--- src/rtl/apb_master_ctrl.sv ---
// ----------------------------------------------------------------------------
// apb_master_ctrl
//
// APB requester. Accepts one read/write command at a time on a local
// valid/ready port, runs the APB SETUP -> ACCESS handshake, waits for PREADY
// and returns read data plus error status as a single-cycle response pulse.
// A wait-state watchdog aborts a transfer the completer stalls for too long.
//
// Parameters
//   ADDR_W    width of cmd_addr / PADDR
//   DATA_W    width of cmd_wdata / PWDATA / PRDATA / rsp_rdata
//   TIMEOUT   max ACCESS cycles with PREADY=0 before abort (0 = no watchdog)
//
// Ports
//   PCLK, PRESETn          bus clock, asynchronous active-low reset
//   cmd_valid / cmd_ready  command handshake (ready only while idle)
//   cmd_write              1 = write, 0 = read
//   cmd_addr, cmd_wdata    command address and write data
//   rsp_valid              one-cycle completion pulse, no backpressure
//   rsp_rdata              read data (0 for writes and aborted transfers)
//   rsp_err                PSLVERR at completion, or 1 on watchdog abort
//   PSEL, PENABLE, PWRITE, PADDR, PWDATA   APB request signals
//   PRDATA, PREADY, PSLVERR                APB completer signals
// ----------------------------------------------------------------------------
module apb_master_ctrl #(
    parameter int ADDR_W  = 32,
    parameter int DATA_W  = 32,
    parameter int TIMEOUT = 16
) (
    input  logic              PCLK,
    input  logic              PRESETn,

    input  logic              cmd_valid,
    output logic              cmd_ready,
    input  logic              cmd_write,
    input  logic [ADDR_W-1:0] cmd_addr,
    input  logic [DATA_W-1:0] cmd_wdata,

    output logic              rsp_valid,
    output logic [DATA_W-1:0] rsp_rdata,
    output logic              rsp_err,

    output logic              PSEL,
    output logic              PENABLE,
    output logic              PWRITE,
    output logic [ADDR_W-1:0] PADDR,
    output logic [DATA_W-1:0] PWDATA,
    input  logic [DATA_W-1:0] PRDATA,
    input  logic              PREADY,
    input  logic              PSLVERR
);

    // Fixed encoding so the unused code 11 can be recognised and recovered.
    typedef enum logic [1:0] {
        IDLE    = 2'b00,
        SETUP   = 2'b01,
        ACCESS  = 2'b10,
        BADCODE = 2'b11
    } state_e;

    // The counter only has to reach TIMEOUT-1; keep at least one bit so the
    // declaration stays legal when the watchdog is disabled or TIMEOUT is 1.
    localparam int CNT_W = (TIMEOUT > 1) ? $clog2(TIMEOUT) : 1;
    localparam logic [CNT_W-1:0] CNT_LAST = CNT_W'((TIMEOUT > 0) ? (TIMEOUT - 1) : 0);

    state_e              state_q,     state_d;
    logic                pwrite_q,    pwrite_d;
    logic [ADDR_W-1:0]   paddr_q,     paddr_d;
    logic [DATA_W-1:0]   pwdata_q,    pwdata_d;
    logic                rsp_valid_q, rsp_valid_d;
    logic [DATA_W-1:0]   rsp_rdata_q, rsp_rdata_d;
    logic                rsp_err_q,   rsp_err_d;
    logic [CNT_W-1:0]    wait_cnt_q,  wait_cnt_d;

    // Next-state logic. Every register holds by default; rsp_valid defaults
    // low so it can only ever be a single-cycle pulse following a completion.
    always_comb begin
        state_d     = state_q;
        pwrite_d    = pwrite_q;
        paddr_d     = paddr_q;
        pwdata_d    = pwdata_q;
        rsp_valid_d = 1'b0;
        rsp_rdata_d = rsp_rdata_q;
        rsp_err_d   = rsp_err_q;
        wait_cnt_d  = wait_cnt_q;

        case (state_q)
            IDLE: begin
                // Address/control are latched here so they stay stable for the
                // whole transfer regardless of what the command port does.
                if (cmd_valid) begin
                    pwrite_d   = cmd_write;
                    paddr_d    = cmd_addr;
                    pwdata_d   = cmd_wdata;
                    wait_cnt_d = '0;
                    state_d    = SETUP;
                end
            end

            SETUP: begin
                state_d = ACCESS;
            end

            ACCESS: begin
                if (PREADY) begin
                    state_d     = IDLE;
                    rsp_valid_d = 1'b1;
                    rsp_rdata_d = pwrite_q ? '0 : PRDATA;
                    rsp_err_d   = PSLVERR;
                end else if ((TIMEOUT != 0) && (wait_cnt_q == CNT_LAST)) begin
                    // Watchdog abort: report an error with no data.
                    state_d     = IDLE;
                    rsp_valid_d = 1'b1;
                    rsp_rdata_d = '0;
                    rsp_err_d   = 1'b1;
                end else begin
                    wait_cnt_d = wait_cnt_q + CNT_W'(1);
                end
            end

            default: begin
                state_d = IDLE;
            end
        endcase
    end

    // State and datapath registers; reset drops the bus immediately and
    // discards any transfer in flight without a response.
    always_ff @(posedge PCLK or negedge PRESETn) begin
        if (!PRESETn) begin
            state_q     <= IDLE;
            pwrite_q    <= 1'b0;
            paddr_q     <= '0;
            pwdata_q    <= '0;
            rsp_valid_q <= 1'b0;
            rsp_rdata_q <= '0;
            rsp_err_q   <= 1'b0;
            wait_cnt_q  <= '0;
        end else begin
            state_q     <= state_d;
            pwrite_q    <= pwrite_d;
            paddr_q     <= paddr_d;
            pwdata_q    <= pwdata_d;
            rsp_valid_q <= rsp_valid_d;
            rsp_rdata_q <= rsp_rdata_d;
            rsp_err_q   <= rsp_err_d;
            wait_cnt_q  <= wait_cnt_d;
        end
    end

    // Handshake and APB phase signals decode straight from the state register.
    assign cmd_ready = (state_q == IDLE);
    assign PSEL      = (state_q == SETUP) || (state_q == ACCESS);
    assign PENABLE   = (state_q == ACCESS);
    assign PWRITE    = pwrite_q;
    assign PADDR     = paddr_q;
    assign PWDATA    = pwdata_q;

    assign rsp_valid = rsp_valid_q;
    assign rsp_rdata = rsp_rdata_q;
    assign rsp_err   = rsp_err_q;

endmodule

--- config.mk ---
export PLATFORM = sky130hd
export DESIGN_NAME = apb_master_ctrl
export DESIGN_NICKNAME = d
export VERILOG_FILES = /design/src/rtl/apb_master_ctrl.sv
export SDC_FILE = /design/constraint.sdc
export NUM_CORES = 1
export LEC_CHECK = 0
export ABC_CLOCK_PERIOD_IN_PS = 2250
export BUFFER_PORTS_ARGS = -buffer_cell sky130_fd_sc_hd__buf_4
export CAP_MARGIN = 15
export CORE_ASPECT_RATIO = 0.8
export CORE_UTILIZATION = 25
export CTS_CLUSTER_SIZE = 20
export DETAILED_ROUTE_END_ITERATION = 7
export GPL_ROUTABILITY_DRIVEN = 0
export GPL_TIMING_DRIVEN = 0
export MAX_ROUTING_LAYER = met4
export PLACE_DENSITY = 0.53
export SYNTH_ARGS = -nofsm -noshare
export SYNTH_HDL_FRONTEND = slang
export SYNTH_SLANG_ARGS = --single-unit
--- constraint.sdc ---
create_clock -name PCLK -period 2.25 [get_ports PCLK]
set_clock_uncertainty 0.05 [all_clocks]
set_input_delay 0.3375 -clock PCLK [delete_from_list [all_inputs] [get_ports PCLK]]
set_output_delay 0.3375 -clock PCLK [all_outputs]
set_load 0.005 [all_outputs]
==> metrics.md <==
| Metric | Value |
|---|---|
| First-pass GRT wire length | `between 10000 and 15000 um` |
| Synth top area share | `approximately 65%` |
| Fillers | `between 1500 and 2000` |
| DRT antenna net count | `0` |
| Final setup fails | `0` |
| Required @ worst endpoint | `2430 ps` |
| Post-DP HPWL | `about 7500 um` |
| Flip-flop and latch count after synthesis | `between 100 and 150` |
| DR vias | `a little under 3000` |
| Main area contributors after synthesis | `dfrtp_1 (65%), mux2_2 (18%), a22o_1 (7.1%)` |
| Combinational power share | `between 40 and 50%` |
| Slew Viols, Final | `0` |
| DRC viols | `0` |
| Die H | `between 100 and 150 um` |
| Share of layout cells above drive strength 1 | `between 60 and 70%` |
| Final critical-path required period | `approximately 1800 ps` |
| Vias in the first global route | `about 2900` |
| Area leader, netlist | `dfrtp_1` |
| Leak Pwr | `around 0.0030 uW` |
| Post-CTS Resized | `0` |
| Cts hold-fix bufs | `1` |
| Die area | `16800 sq um` |
| Total track usage | `roughly an eighth` |
| Worst setup EP type | `register` |
| Pint | `roughly 5700 uW` |
| Arr. time, crit path | `2020 ps` |
| # IOs | `roughly 200` |
| Syn nets | `roughly 360` |
| Initial antenna violation count | `0` |
| Number of max-cap violations | `0` |
| Slowest CP cell | `dfrtp_1` |
| Mapped Area | `4060 sq um` |
| Starting Density | `approximately a quarter` |
| Sequential element share of the synthesized area | `between 60% and 70%` |
| Remaining global-route overflow | `0` |
| Sw Share | `between 20% and 30%` |
| Htree depth | `3` |
| Reg power frac | `about two fifths` |
| Number of diodes | `0` |
| Switching power | `around 2300 uW` |
| Crit share post-route | `roughly 82%` |
| Clk pwr share | `around a fifth` |
| Clock transition at the registers of the reported paths | `about 70 ps` |
| Clk buf depth | `2` |
| Setup Buffers After CTS | `0` |
| Average cell area after synthesis | `around 16 sq um` |
| Slew margin rel. | `between 50% and 60%` |
| Core area | `between 15000 and 20000 sq um` |
| Skew-Pair Late Insertion Delay | `between 300 and 400 ps` |
| Largest net degree at the start of global routing | `61` |
| Starting DRC count in detailed routing | `between 100 and 150` |
| Die W | `roughly 140 um` |
| Overall Power | `between 7000 and 8000 uW` |
| Multi-input logic area | `roughly 1300 sq um` |
| RSZ-0062 raised after global routing | `no` |
| Clk sinks | `between 100 and 150` |
| Yosys warns | `0` |
| Post-synthesis cell count | `between 200 and 300` |
| Status | `finished, final reports clean` |
| FF/Latch Area | `2630 sq um` |
| CTS Buf Count | `9` |
| CTS tree | `yes` |
| Crit-path cells | `inv_1 -> ha_1 -> nand2_1 -> buf_2 -> buf_6 -> mux2_2` |
| Fmax achieved | `between 500 and 600 MHz` |
| Routed WL | `approximately 9900 um` |
| Power density cells | `1290 nW/um^2` |
| Maximum vdd drop | `between 0.5 and 0.6 mV` |
| Max incr delay on CP | `350 ps` |
| Final Hold Fails | `0` |
| Worst slew pin tran | `614 ps` |
| Fin nets | `just under 600` |
| HP Class | `in2reg` |
| Most frequent cells in the layout | `buf_4 (203), dfrtp_1 (105), mux2_2 (66), a22o_1 (33)` |
| Synth unique cells | `28` |
| CP startpoint kind | `register` |
| Worst setup path class | `reg2reg` |
| Pre-antenna DRT Iters | `4` |
| Critical path fanouts, max | `10` |
| Vias per cell | `between 4 and 5` |
| Setup TNS | `0 ps` |
| Num rows | `between 40 and 50` |
| # port buffers | `203` |
| Commonest non-fill, non-tap cell in the layout | `buf_4` |
| Clock root buffer master | `clkbuf_16` |
| Wire per inst | `about 14 um` |
| Area Overhead vs Synth | `52.0%` |
## per-layer routing
metal / GRT usage (%) / up-vias / routed length (um)
li1: - / 1366 / -
met1: 14.6 / 1439 / 4420
met2: 18.6 / 109 / 4740
met3: 4.01 / 11 / 661
met4: 4.56 / 0 / 119
met5: - / - / 0
## layout make-up
type / count / area share, %
plain buffers: 15 / 2.13
repair buffers: 205 / 25.3
flip-flops and latches: 105 / 42.6
clock buffers: 10 / 3.87
well taps: 215 / 4.36
inverters: 5 / 0.304
clock inverters: 6 / 0.669
multi-input cells: 132 / 20.8
## through the flow
| stage | hold slack (ps) | utilization (%) | cell area, sq um | cells | setup WS (ps) |
|---|---|---|---|---|---|
| finish | 151 | 38.9 | 6170 | 693 | 405 |
| CTS | 130 | 38.9 | 6170 | 693 | 373 |
| detailed placement | 336 | 37.1 | 5880 | 676 | 395 |
| global route | 136 | 38.9 | 6170 | 693 | 209 |
| floorplan | -8.09 | - | 4060 | 257 | 582 |
| global placement | 439 | 36.9 | 5860 | 675 | 422 |
## flip-flops by register name (all words and copies together), names as in the netlist
name	cells
PWRITE	1
PWDATA	32
state_q	2
PADDR	32
wait_cnt_q	4
rsp_valid	1
rsp_err	1
rsp_rdata	32
## cell families after synthesis
| group | count (synthesis) | share of synthesized area [%] |
|---|---|---|
| compound gates | 46 | 9.52 |
| mux | 67 | 18.5 |
| buf+inv | 20 | 3.70 |
| fa+ha+maj | 4 | 1.23 |
| flops | 105 | 64.7 |
| simple gates | 15 | 2.34 |
## critical path: cells and delay by family, from the launching register on
kind                     cells  cell delay (ps)
buffers and inverters        3              580
flip-flops                   1              350
multiplexers                 1              340
adder cells (fa/ha/maj)      1              270
AND/OR/NAND/NOR              1              120
## power groups by stage
stage | clock network [uW] | logic [uW] | registers (uW)
after floorplan | 0 | 1370 | 3310
after CTS | 1550 | 3300 | 3270
final | 1480 | 3230 | 3260
after global placement | 0 | 3240 | 3260
after global routing | 1630 | 3530 | 3380
after detailed placement | 0 | 3300 | 3300
## cells in the mapped netlist
master and number:
o21a_1 1, a31oi_1 2, o22a_1 1, nand2b_4 1
nand2_1 4, nand3_1 1, o211ai_1 1, a21boi_0 1
o221ai_1 1, buf_6 9, mux2i_1 1, a22o_1 33
nand4_1 2, inv_1 5, ha_1 4, a31oi_2 1
dfrtp_1 105, mux2_2 66, nand2b_1 1, nor2_2 1
a21oi_1 3, and2b_1 1, and3_1 2, nand4b_1 1
nand3b_1 1, buf_2 6, a21bo_2 1, a21o_1 1
## worst paths after layout
check	start	to	slack, ps	depth (start not counted)
min reg2reg	rsp_rdata[7]	rsp_rdata[7]	450	1
min in group asynchronous	PRESETn	PWDATA[4]	490	2
max reg2reg	state_q[0]	PWDATA[6]	400	6
min	PSLVERR	rsp_err	150	2
max in group asynchronous	PRESETn	wait_cnt_q[3]	930	3
max	state_q[0]	PWDATA[6]	400	6
Note: power is estimated with default switching activity, not from simulation.
